**src/rtl/led_pkg.sv**
```systemverilog
// Shared types and reset constants for the multi-channel LED driver.
package led_pkg;

  typedef enum logic [1:0] {
    MODE_OFF     = 2'd0,
    MODE_ON      = 2'd1,
    MODE_BLINK   = 2'd2,
    MODE_BREATHE = 2'd3
  } led_mode_t;

  localparam logic LED_RST = 1'b0;
  localparam logic CYC_RST = 1'b0;

endpackage

```
**src/rtl/led_channel.sv**
```systemverilog
// One LED channel: prescaler, latched mode, blink/breathe state and the
// registered led/cyc outputs.
module led_channel
  import led_pkg::*;
#(
  parameter int unsigned SPEED_W = 16,
  parameter int unsigned PWM_W   = 8
) (
  input  logic               clk,
  input  logic               rst,
  input  logic               en,
  input  logic [1:0]         mode_i,
  input  logic [SPEED_W-1:0] speed_i,
  input  logic [PWM_W-1:0]   pwm_cnt,
  output logic               led,
  output logic               cyc
);

  localparam logic [PWM_W-1:0] MAX = '1;

  logic [SPEED_W-1:0] presc_q, presc_d;
  logic [PWM_W-1:0]   bright_q, bright_d;
  logic               dir_q, dir_d;
  logic               level_q, level_d;
  led_mode_t          mode_q, mode_d;
  logic               led_q, led_d;
  logic               cyc_q, cyc_d;
  led_mode_t          mode_new_c;
  logic               tick_c;

  assign mode_new_c = led_mode_t'(mode_i);

  always_comb begin
    presc_d  = presc_q;
    bright_d = bright_q;
    dir_d    = dir_q;
    level_d  = level_q;
    mode_d   = mode_q;
    led_d    = led_q;
    cyc_d    = 1'b0;
    tick_c   = 1'b0;

    // Output reflects the state already latched; held while disabled.
    if (en) begin
      case (mode_q)
        MODE_OFF:     led_d = 1'b0;
        MODE_ON:      led_d = 1'b1;
        MODE_BLINK:   led_d = level_q;
        MODE_BREATHE: led_d = (bright_q > pwm_cnt);
        default:      led_d = 1'b0;
      endcase
    end

    // A mode change reloads the channel and swallows any tick that cycle.
    if (mode_new_c != mode_q) begin
      presc_d  = '0;
      bright_d = '0;
      dir_d    = 1'b0;
      level_d  = 1'b0;
      mode_d   = mode_new_c;
    end else if (en && (speed_i != '0)) begin
      if (presc_q >= speed_i - SPEED_W'(1)) begin
        presc_d = '0;
        tick_c  = 1'b1;
      end else begin
        presc_d = presc_q + SPEED_W'(1);
      end
    end

    if (tick_c) begin
      case (mode_q)
        MODE_BLINK: begin
          level_d = ~level_q;
          cyc_d   = level_q;
        end
        MODE_BREATHE: begin
          if (!dir_q) begin
            if (bright_q == MAX) begin
              bright_d = MAX - PWM_W'(1);
              dir_d    = 1'b1;
            end else begin
              bright_d = bright_q + PWM_W'(1);
            end
          end else if (bright_q == '0) begin
            bright_d = PWM_W'(1);
            dir_d    = 1'b0;
            cyc_d    = 1'b1;
          end else begin
            bright_d = bright_q - PWM_W'(1);
          end
        end
        default: ;
      endcase
    end
  end

  always_ff @(posedge clk or negedge rst) begin
    if (!rst) begin
      presc_q  <= '0;
      bright_q <= '0;
      dir_q    <= 1'b0;
      level_q  <= 1'b0;
      mode_q   <= MODE_OFF;
      led_q    <= LED_RST;
      cyc_q    <= CYC_RST;
    end else begin
      presc_q  <= presc_d;
      bright_q <= bright_d;
      dir_q    <= dir_d;
      level_q  <= level_d;
      mode_q   <= mode_d;
      led_q    <= led_d;
      cyc_q    <= cyc_d;
    end
  end

  assign led = led_q;
  assign cyc = cyc_q;

endmodule

```
**src/rtl/pwm_led_array.sv**
```systemverilog
// Multi-channel LED driver: one shared PWM counter feeding CHANNELS
// independent blink/breathe channels.
module pwm_led_array
  import led_pkg::*;
#(
  parameter int unsigned CHANNELS = 3,
  parameter int unsigned SPEED_W  = 16,
  parameter int unsigned PWM_W    = 8
) (
  input  logic                        clk,
  input  logic                        rst,
  input  logic                        en,
  input  logic [2*CHANNELS-1:0]       mode,
  input  logic [SPEED_W*CHANNELS-1:0] speed,
  output logic [CHANNELS-1:0]         led,
  output logic [CHANNELS-1:0]         cyc
);

  logic [PWM_W-1:0] pwm_cnt_q, pwm_cnt_d;

  always_comb begin
    pwm_cnt_d = pwm_cnt_q;
    if (en) pwm_cnt_d = pwm_cnt_q + PWM_W'(1);
  end

  always_ff @(posedge clk or negedge rst) begin
    if (!rst) pwm_cnt_q <= '0;
    else      pwm_cnt_q <= pwm_cnt_d;
  end

  for (genvar i = 0; i < CHANNELS; i++) begin : g_ch
    led_channel #(
      .SPEED_W (SPEED_W),
      .PWM_W   (PWM_W)
    ) u_ch (
      .clk     (clk),
      .rst     (rst),
      .en      (en),
      .mode_i  (mode[2*i +: 2]),
      .speed_i (speed[SPEED_W*i +: SPEED_W]),
      .pwm_cnt (pwm_cnt_q),
      .led     (led[i]),
      .cyc     (cyc[i])
    );
  end

endmodule

```
**config.mk**
```make
export PLATFORM = sky130hd
export DESIGN_NAME = pwm_led_array
export DESIGN_NICKNAME = d
export VERILOG_FILES = /design/src/rtl/led_pkg.sv /design/src/rtl/led_channel.sv /design/src/rtl/pwm_led_array.sv
export SDC_FILE = /design/constraint.sdc
export NUM_CORES = 1
export LEC_CHECK = 0
export BUFFER_PORTS_ARGS = -buffer_cell sky130_fd_sc_hd__buf_4
export CORE_ASPECT_RATIO = 1.25
export CORE_MARGIN = 1.5
export CORE_UTILIZATION = 30
export CTS_CLUSTER_DIAMETER = 100
export DETAILED_ROUTE_END_ITERATION = 8
export SKIP_CTS_REPAIR_TIMING = 1
export SYNTH_ARGS = -nofsm -noshare
export SYNTH_HDL_FRONTEND = slang
export SYNTH_HIERARCHICAL = 1
export SYNTH_SLANG_ARGS = --single-unit
```
**constraint.sdc**
```tcl
create_clock -name clk -period 3.75 [get_ports clk]
set_clock_uncertainty 0.1 [all_clocks]
set_input_delay 0.1875 -clock clk [delete_from_list [all_inputs] [get_ports clk]]
set_output_delay 0.1875 -clock clk [all_outputs]
set_load 0.005 [all_outputs]
```
==> results of run 1 <==
[cell type report]
type,instances,area share (%)
Clock inverter,6,1.225
Sequential cell,98,25.27
Tap cell,350,4.513
Multi-Input combinational cell,790,57.51
Timing Repair Buffer,86,6.963
Inverter,53,2.050
Clock buffer,10,2.463
[worst paths after layout]
check,from,to,slack (ns)
min in group asynchronous,rst,g_ch[1].u_ch/bright_q[7],0.40
max in group asynchronous,rst,g_ch[0].u_ch/presc_q[4],2.35
worst min register to register,g_ch[1].u_ch/presc_q[13],g_ch[1].u_ch/presc_q[13],0.44
worst max-delay path,speed[37],g_ch[2].u_ch/bright_q[5],0.48
worst min-delay path,en,pwm_cnt_q[0],0.16
worst max register to register,g_ch[1].u_ch/presc_q[0],g_ch[1].u_ch/presc_q[13],1.12
[worst register-to-register path, delay by kind of cell (launching register included)]
kind | cells | cell delay [ns]
AND/OR/NAND/NOR | 3 | 0.94
AO/OA/AOI/OAI | 3 | 0.80
flip-flops | 1 | 0.39
adder cells (fa/ha/maj) | 1 | 0.23
buffers and inverters | 1 | 0.10
[metrics by stage]
stage | utilization, % | hold WS (ns) | instances
4_1_cts | 34.84 | -0.1517 | 1386
3_5_place_dp | 33.54 | 0.2182 | 1370
5_1_grt | 35.09 | 0.1731 | 1393
2_1_floorplan | - | -0.2081 | 982
6_report | 35.09 | 0.1635 | 1393
3_3_place_gp | 33.54 | 0.2172 | 1370
[registers in the layout (all words and copies together) (netlist names)]
name / flops
g_ch.u_ch/level_q: 3
g_ch.u_ch/led: 3
g_ch.u_ch/presc_q: 48
pwm_cnt_q: 8
g_ch.u_ch/cyc: 3
g_ch.u_ch/dir_q: 3
g_ch.u_ch/bright_q: 24
g_ch.u_ch/mode_q: 6
[cell usage after synthesis, drive strengths merged (6+ instances only)]
cell type / instances / area share, %
a211oi: 7 / 0.62
a21o: 7 / 0.62
a21oi: 56 / 3.4
a22o: 11 / 1.1
a31oi: 11 / 0.99
and3: 20 / 1.5
buf: 12 / 1.2
clkbuf: 29 / 1.5
dfrtp: 98 / 29
ha: 85 / 13
inv: 53 / 2.4
mux2i: 7 / 0.83
nand2: 81 / 3.6
nand2b: 14 / 1.1
nand3: 37 / 2.3
nand4: 31 / 2.4
nor2: 82 / 3.8
nor2b: 13 / 0.96
nor3: 36 / 2.2
nor4: 22 / 1.9
nor4b: 6 / 0.77
o21a: 6 / 0.53
o21ai: 53 / 3.3
o31ai: 10 / 0.95
or3: 10 / 0.75
or4: 10 / 0.98
xnor2: 60 / 6.2
xor2: 27 / 2.8
[per-layer routing]
| metal | vias to the layer above | GRT usage [%] |
|---|---|---|
| met3 | 19 | 2.023 |
| met1 | 3440 | 17.04 |
| met5 | - | 0 |
| met2 | 87 | 24.28 |
| met4 | 0 | 4.148 |
| li1 | 3705 | - |
[power by group]
| part | internal (uW) | total [uW] | switching (uW) |
|---|---|---|---|
| clock | 680 | 1110 | 430 |
| sequential | 1100 | 1190 | 86.0 |
| combinational | 264 | 581 | 317 |
[cell families after synthesis]
kind of cell             Yosys count  share of synthesized area, %
AO/OA/AOI/OAI                    218                         18.18
AND/OR/NAND/NOR                  390                         24.97
XOR/XNOR                          87                         9.016
flip-flops                        98                         29.02
buffers and inverters             94                         4.959
multiplexers                      10                         1.273
adder cells (fa/ha/maj)           85                         12.58
==> run summary, run 1 <==
Drt
- 5 — DRC violation count after routing
- 13.72 um — Routed wire per std cell
- 0 — Final ANT Viol Nets
- 8918 um — detailed-routing wirelength on met1
- 7,251 — overall via count from detail_route
- 183 — initial DRC count
- 19,120 um — Post-Route WL
- 9438 um — sum of met2 wire segment lengths after detailed routing
- met4 — top metal layer carrying routed signals
- 7 — first drt pass iteration count
- 5.205 — drt via density
- 458 um — wire length on met3

Floorplan
- 63 — Boundary Pins
- 190.7 um — die boundary height
- 153.1 um — Die X-Extent
- 27,650 um2 — placeable core area
- 30.57% — starting utilization of the core area
- 29,190 um2 — Total Die Area
- 68 — row count

Placement
- 0.8454 — routability cong.
- 0.08744 ns — Placement Setup Slack
- 14,760 um — Final HPWL DP
- 62 — Port Buf Inserts
- 9275 um2 — standard cell area after detailed placement

Setup path
- input pin to flop — Worst Setup Path Type
- input pin — sort of element at the start of the critical path
- flop — kind of end point of the critical path
- 13 — cell count along the critical path
- 8 — number of cells traversed by the worst register-to-register path
- buf_4, nor4_1, nand2_1, or2_2, or4_1, xor2_1, ha_1, nand2_1, nor3_2, o311ai_1, and3_1, or4_1, a31oi_1 — worst path cell trace
- 0.54 ns — largest stage delay on the critical path
- 3.92 ns — CP Data Required Time
- simple AND/OR/NAND/NOR gates — largest delay contributor family on the critical path
- or4_1 — Worst path slowest cell
- 3.44 ns — data arrival at the endpoint of the critical path
- 13 — Max FO, Critical Path
- 1 — number of buffers and inverters on the critical path

Clock tree
- 2 — maximum count of clock buffers along a single path
- 9 — Num CTS Buffers
- 3 — Max H-tree Level
- yes — TritonCTS clock tree
- 98 — CTS Sinks
- clkbuf_16 — root buffer cell
- 0.36 ns — source-to-sink clock delay at the later pin of the worst-skew pair
- 0.07 ns — Clock Pin Slew Worst Setup and Hold Paths

Global route
- 33,370 um — global-route wire length before repair
- 0 — grt ovf
- 69 — maximum number of pins on one net before global-route repair
- 0 — number of antenna violations at the first check in global routing
- 13.67% — GRT Util Overall
- 7,021 — number of global-route vias before repair

Timing
- 40.57% — slew margin rel.
- 0.4841 ns — post-layout worst setup margin
- no — unrepaired setup endpoints after global routing
- 0 ns — aggregate negative setup slack
- 87.09% — share of the clock period used by the worst path after layout
- 0.8915 ns — transition at the pin with the smallest max-transition slack
- 3.266 ns — crit path time final
- 0 — total count of hold-check failures in the final report
- 306.2 MHz — Max Fclk
- 0 — final setup fails
- 0 — Max Transition Viols Final

Synthesis
- 0 — count of flip-flops with a built-in enable after synthesis
- 92 — count of unique library cells instantiated by Yosys
- 98 — total of flip-flops plus latches after synthesis
- 982 — count of mapped cells out of synthesis
- 1,124 — net count after synthesis
- dfrtp_1 — main flop type after synthesis
- 8.607 um2 — synthesized area divided by synthesized cell count
- 6 — total of warnings raised by yosys
- 100.0% — share of async-settable or async-resettable flops after synthesis
- 8452 um2 — Post-Synthesis Cell Area
- 29.02% — share of synthesized area occupied by flip-flops and latches

Finish
- 2,852 — number of inserted filler cells in the final layout
- 2452 um2 — area used by sequential logic in the layout
- 98 x dfrtp_1, 85 x ha_1, 80 x nand2_1 — most frequent cells in the layout
- 14.00% — proportion of layout cells with a drive suffix above 1
- 9703 um2 — finished layout cell area
- 5580 um2 — total area of multi-input combinational cells
- 1,180 — Total Nets Final
- 0 — Diodes inserted
- dfrtp_1 — commonest non-fill, non-tap cell in the layout
- 14.80% — post-synthesis to final-layout area growth

Power
- 0.1877 mV — Max IR drop VDD
- 296.8 nW/um2 — power density over cell area
- 0.004104 uW — leakage power total
- 2880 uW — Design Power

Hold path
- input pin to flop — type of the worst min-delay path
- 2 — worst hold path depth

Run status
- finished with violations — run status
- design-rule violations — failing checks

Flow run
- 0 — number of max-cap violations

No activity file was read; power rests on OpenSTA's default activity.
==> inputs of run 2 (changes only) <==
--- a/config.mk
+++ b/config.mk
@@ -6,11 +6,15 @@
 export NUM_CORES = 1
 export LEC_CHECK = 0
 export BUFFER_PORTS_ARGS = -buffer_cell sky130_fd_sc_hd__buf_4
+export CELL_PAD_IN_SITES_DETAIL_PLACEMENT = 1
+export CELL_PAD_IN_SITES_GLOBAL_PLACEMENT = 2
 export CORE_ASPECT_RATIO = 1.25
 export CORE_MARGIN = 1.5
 export CORE_UTILIZATION = 30
 export CTS_CLUSTER_DIAMETER = 100
 export DETAILED_ROUTE_END_ITERATION = 8
+export PLACE_DENSITY_LB_ADDON = 0.1
+export REMOVE_ABC_BUFFERS = 1
 export SKIP_CTS_REPAIR_TIMING = 1
 export SYNTH_ARGS = -nofsm -noshare
 export SYNTH_HDL_FRONTEND = slang
==> run summary, run 2 (same netlist as run 1, synthesis figures left out) <==
Drt
- 6 — DRC violation count after routing
- 224 — initial DRC count
- 0 — Final ANT Viol Nets
- 6 — first drt pass iteration count
- 5.279 — drt via density
- 24,020 um — Post-Route WL
- 17.11 um — Routed wire per std cell
- 7,412 — overall via count from detail_route

Timing
- 0 — Max Transition Viols Final
- 37.94% — slew margin rel.
- 0 — total count of hold-check failures in the final report
- 0.4115 ns — post-layout worst setup margin
- 0 ns — aggregate negative setup slack
- no — unrepaired setup endpoints after global routing
- 89.03% — share of the clock period used by the worst path after layout
- 299.5 MHz — Max Fclk
- 3.338 ns — crit path time final
- 0 — final setup fails
- 0.9298 ns — transition at the pin with the smallest max-transition slack
- 0.1553 ns — worst hold slack after final layout

Floorplan
- 190.7 um — die boundary height
- 68 — row count
- 153.1 um — Die X-Extent
- 29,190 um2 — Total Die Area
- 27,650 um2 — placeable core area
- 30.57% — starting utilization of the core area
- 63 — Boundary Pins

Hold path
- input pin to flop — type of the worst min-delay path

Finish
- 14.71% — proportion of layout cells with a drive suffix above 1
- 98 x dfrtp_1, 89 x buf_4, 85 x ha_1 — most frequent cells in the layout
- 9721 um2 — finished layout cell area
- g_ch.u_ch/presc_q — register bank with the most flops
- g_ch.u_ch/presc_q x48, g_ch.u_ch/bright_q x24, pwm_cnt_q x8 — Top Registers
- 1,192 — Total Nets Final
- 3,285 — number of inserted filler cells in the final layout
- 15.01% — post-synthesis to final-layout area growth
- 48 — number of flip-flops in the largest register
- 0 — Diodes inserted
- dfrtp_1 — commonest non-fill, non-tap cell in the layout

Global route
- 0 — grt ovf
- 0 — number of antenna violations at the first check in global routing
- 7,861 — number of global-route vias before repair
- 17.11% — GRT Util Overall
- 99 — maximum number of pins on one net before global-route repair
- 40,540 um — global-route wire length before repair

Setup path
- 3.90 ns — CP Data Required Time
- flop — kind of end point of the critical path
- 13 — Max FO, Critical Path
- 0.51 ns — largest stage delay on the critical path
- 3.49 ns — data arrival at the endpoint of the critical path
- buf_4 — Most Frequent Cell on Critical Path
- and3_1 — Worst path slowest cell
- simple AND/OR/NAND/NOR gates — largest delay contributor family on the critical path
- input pin — sort of element at the start of the critical path
- input pin to flop — Worst Setup Path Type
- 3 — number of buffers and inverters on the critical path
- buf_4, nor4_1, buf_4, nand2_1, or2_2, or4_1, xor2_1, ha_1, nand2_1, nor3_1, nor3_1, and3_1, buf_4, nand3_1, o31ai_1 — worst path cell trace

Clock tree
- 0.07 ns — Clock Pin Slew Worst Setup and Hold Paths
- 3 — Max H-tree Level
- clkbuf_16 — root buffer cell
- 9 — Num CTS Buffers
- 2 — maximum count of clock buffers along a single path
- 98 — CTS Sinks
- 0.35 ns — source-to-sink clock delay at the later pin of the worst-skew pair
- yes — TritonCTS clock tree

Placement
- 62 — Port Buf Inserts
- 0.7187 — routability cong.
- 0.02238 ns — Placement Setup Slack
- 18,320 um — Final HPWL DP
- 9378 um2 — standard cell area after detailed placement

Power
- 0.1516 mV — Max IR drop VDD
- 2705 uW — Design Power
- 0.004119 uW — leakage power total
- 278.3 nW/um2 — power density over cell area

Run status
- design-rule violations — failing checks
- finished with violations — run status

Flow run
- 0 — number of max-cap violations

==> run 2: worst paths after layout <==
path / from / endpoint / slack [ns] / cells after the start
min reg2reg: g_ch[1].u_ch/level_q / g_ch[1].u_ch/level_q / 0.42 / 1
min in group asynchronous: rst / g_ch[1].u_ch/bright_q[3] / 0.33 / 3
max: speed[37] / g_ch[2].u_ch/presc_q[12] / 0.41 / 15
min: en / pwm_cnt_q[0] / 0.16 / 2
max reg2reg: g_ch[2].u_ch/presc_q[1] / g_ch[2].u_ch/presc_q[12] / 1.00 / 8
max in group asynchronous: rst / g_ch[2].u_ch/bright_q[0] / 2.76 / 3
==> run 2: cell type report <==
type                       instances  area (um2)  share of cell area, %
clock inverter                     2       12.51                 0.1287
inverter                          53       198.9                  2.047
tap                              350       437.9                  4.505
timing repair buffer              98       778.2                  8.006
clock buffer                      13       260.3                  2.677
sequential                        98        2452                  25.23
multi-input combinational        790        5580                  57.41
==> run 2: through the flow <==
stage                     instances  utilization [%]
after floorplan                 941                -
after global placement         1382            33.91
after detailed placement       1382            33.91
after CTS                      1397            34.90
after global routing           1404            35.15
final                          1404            35.15
==> run 2: where the power goes <==
group | switching, uW | internal [uW]
clock network | 422 | 483
logic | 335 | 270
registers | 91.4 | 1100
total | 849 | 1860
==> run 2: per-layer routing <==
layer,track usage [%],wire (um),vias up
met5,0,0,-
met4,4.336,248,0
met1,20.60,10840,3606
met2,32.17,12480,73
met3,1.886,438,8
li1,-,-,3725
==> run 2: worst reg2reg max path, cell delays in order, from the launching register on <==
cell	delay, ns
dfrtp_1	0.43
ha_1	0.33
nor2b_1	0.13
o211a_1	0.22
o311ai_1	0.30
and3_1	0.52
buf_4	0.20
nand3_1	0.13
o31ai_1	0.29
==> inputs of run 3 (changes only) <==
--- a/config.mk
+++ b/config.mk
@@ -5,6 +5,7 @@
 export SDC_FILE = /design/constraint.sdc
 export NUM_CORES = 1
 export LEC_CHECK = 0
+export ABC_AREA = 1
 export BUFFER_PORTS_ARGS = -buffer_cell sky130_fd_sc_hd__buf_4
 export CELL_PAD_IN_SITES_DETAIL_PLACEMENT = 1
 export CELL_PAD_IN_SITES_GLOBAL_PLACEMENT = 2
@@ -14,7 +15,6 @@
 export CTS_CLUSTER_DIAMETER = 100
 export DETAILED_ROUTE_END_ITERATION = 8
 export PLACE_DENSITY_LB_ADDON = 0.1
-export REMOVE_ABC_BUFFERS = 1
 export SKIP_CTS_REPAIR_TIMING = 1
 export SYNTH_ARGS = -nofsm -noshare
 export SYNTH_HDL_FRONTEND = slang
==> constraint.sdc (replaced) <==
create_clock -name clk -period 2.8 [get_ports clk]
set_clock_uncertainty 0.1 [all_clocks]
set_input_delay 0.14 -clock clk [delete_from_list [all_inputs] [get_ports clk]]
set_output_delay 0.14 -clock clk [all_outputs]
set_load 0.005 [all_outputs]
==> run summary, run 3 <==
Global route
- 46,700 um — global-route wire length before repair
- 17.38% — GRT Util Overall
- 0 — grt ovf
- 48 — maximum number of pins on one net before global-route repair
- 0 — number of antenna violations at the first check in global routing
- 9,846 — number of global-route vias before repair

Finish
- g_ch.u_ch/presc_q x48, g_ch.u_ch/bright_q x24, pwm_cnt_q x8 — Top Registers
- g_ch.u_ch/presc_q — register bank with the most flops
- 12.44% — proportion of layout cells with a drive suffix above 1
- 16.42% — post-synthesis to final-layout area growth
- 2452 um2 — area used by sequential logic in the layout
- 6146 um2 — total area of multi-input combinational cells
- 4,063 — number of inserted filler cells in the final layout
- 1,721 — Total Nets Final
- 48 — number of flip-flops in the largest register
- nand2_1 — commonest non-fill, non-tap cell in the layout
- 0 — Diodes inserted
- 480 x nand2_1, 201 x inv_1, 158 x nor2_1 — most frequent cells in the layout
- 1,991 — non-filler instance count after layout

Timing
- 2.423 ns — crit path time final
- 86.53% — share of the clock period used by the worst path after layout
- 65.76% — slew margin rel.
- 0 — final setup fails
- 0.5137 ns — transition at the pin with the smallest max-transition slack
- no — unrepaired setup endpoints after global routing
- 0 ns — aggregate negative setup slack
- 0.3771 ns — post-layout worst setup margin
- 0 — Max Transition Viols Final
- 0 — total count of hold-check failures in the final report
- 412.7 MHz — Max Fclk

Clock tree
- 3 — Max H-tree Level
- yes — TritonCTS clock tree
- 0.07 ns — Clock Pin Slew Worst Setup and Hold Paths
- 98 — CTS Sinks
- clkbuf_16 — root buffer cell
- 2 — maximum count of clock buffers along a single path
- 0.36 ns — source-to-sink clock delay at the later pin of the worst-skew pair
- 9 — Num CTS Buffers

Drt
- 0 — Final ANT Viol Nets
- 9,380 — overall via count from detail_route
- 4.711 — drt via density
- 0 — DRC violation count after routing
- 27,220 um — Post-Route WL
- 13.67 um — Routed wire per std cell
- 4 — first drt pass iteration count
- 258 — initial DRC count

Synthesis
- 1,481 — count of mapped cells out of synthesis
- dfrtp_1 — Yosys top cell by area
- dfrtp_1 — main flop type after synthesis
- 6 — total of warnings raised by yosys
- 1,623 — net count after synthesis
- 480 x nand2_1, 201 x inv_1, 158 x nor2_1 — top cells by instance count after synthesis
- nand2_1 — cell with the most instances after synthesis
- 9558 um2 — Post-Synthesis Cell Area
- 6.454 um2 — synthesized area divided by synthesized cell count
- dfrtp_1 26%, nand2_1 19%, ha_1 11% — synth top area cells
- 38 — count of unique library cells instantiated by Yosys
- 98 — total of flip-flops plus latches after synthesis
- 0 — count of flip-flops with a built-in enable after synthesis
- 25.66% — share of synthesized area occupied by flip-flops and latches
- 25.66% — area share of the largest cell type after synthesis
- 100.0% — share of async-settable or async-resettable flops after synthesis

Placement
- 0.7693 — routability cong.
- -0.05596 ns — Placement Setup Slack
- 21,970 um — Final HPWL DP
- 1,968 — Placed Instances
- 62 — Port Buf Inserts

Floorplan
- 162.7 um — Die X-Extent
- 31,170 um2 — placeable core area
- 63 — Boundary Pins
- 72 — row count
- 30.66% — starting utilization of the core area
- 202.6 um — die boundary height
- 32,950 um2 — Total Die Area

Power
- 0.005796 uW — leakage power total
- 0.2764 mV — Max IR drop VDD
- 3867 uW — Design Power
- 347.5 nW/um2 — power density over cell area

Setup path
- input pin to flop — Worst Setup Path Type
- flop — kind of end point of the critical path
- 2.62 ns — data arrival at the endpoint of the critical path
- 3.00 ns — CP Data Required Time
- input pin — sort of element at the start of the critical path
- 7 — Max FO, Critical Path

Run status
- complete, no violations — run status

Hold path
- input pin to flop — type of the worst min-delay path

Flow run
- 0 — number of max-cap violations

==> run 3: cell count changes after synthesis, sizes merged, moves of 14 or more <==
cell,delta
inv,+153
nor3,-14
nand3,+87
nor4,-19
xnor2,-34
nand2,+420
and3,-20
nor2,+93
clkbuf,-22
a21oi,+23
nand2b,-14
==> run 3: final cells by class <==
type / count / area share, %
Clock buffer: 10 / 2.148
Clock inverter: 6 / 0.6410
Inverter: 210 / 7.084
Multi-Input combinational cell: 1148 / 55.23
Sequential cell: 98 / 22.04
Tap cell: 407 / 4.577
Timing Repair Buffer: 112 / 8.276
==> run 3: power breakdown <==
group | switching [uW] | internal, uW | leakage [uW]
logic | 529 | 364 | 0.00432
clock network | 626 | 729 | 0.000146
registers | 133 | 1490 | 0.00133
==> run 3: critical path: stages <==
cell and delay [ns]:
buf_4 0.11, inv_1 0.11, ha_1 0.22, nand2_2 0.11, nor2_4 0.12, nand3_1 0.11
nand3b_1 0.20, xor2_1 0.15, inv_1 0.06, ha_1 0.26, nand2_1 0.08, nor4_1 0.28
nand2_1 0.14, buf_4 0.17, a21boi_4 0.23, nand2_1 0.08, nand2_1 0.07
==> run 3: stage by stage <==
step / cell area (um2) / hold slack (ns) / util [%]
2_1_floorplan: 9558 / -0.2556 / -
3_3_place_gp: 10750 / -0.06562 / 34.48
3_5_place_dp: 10750 / -0.06799 / 34.48
4_1_cts: 11060 / -0.4688 / 35.47
5_1_grt: 11130 / 0.07211 / 35.70
6_report: 11130 / 0.05325 / 35.70
==> run 3: cell families (layout without fill, tap and decap cells) <==
kind of cell,Yosys count,count (layout),share of synthesized area (%)
AOI/OAI and AO/OA,141,141,8.391
xor gates and xnor gates,62,62,5.681
adders and majority gates,85,85,11.13
buffers and inverters,235,338,10.04
DFF,98,98,25.66
muxes,1,1,0.1178
and+or+nand+nor,859,859,38.98
==> run 3: routing by layer <==
metal	up-vias	GRT usage [%]	routed length, um
li1	4879	-	-
met1	4422	20.00	12000
met2	67	34.13	14600
met3	12	1.593	382
met4	0	3.735	230
met5	-	0	0
==> run 3: path summary, 6_finish.rpt <==
path | startpoint | endpoint | slack [ns] | cells after the start
setup / recovery | speed[16] | g_ch[1].u_ch/bright_q[7] | 0.38 | 17
hold / removal | en | g_ch[1].u_ch/led | 0.05 | 3
setup reg to reg | g_ch[2].u_ch/bright_q[0] | g_ch[2].u_ch/bright_q[7] | 0.77 | 11
hold reg to reg | g_ch[0].u_ch/led | g_ch[0].u_ch/led | 0.39 | 2
max in group asynchronous | rst | g_ch[2].u_ch/bright_q[1] | 1.72 | 3
min in group asynchronous | rst | g_ch[0].u_ch/presc_q[3] | 0.08 | 2
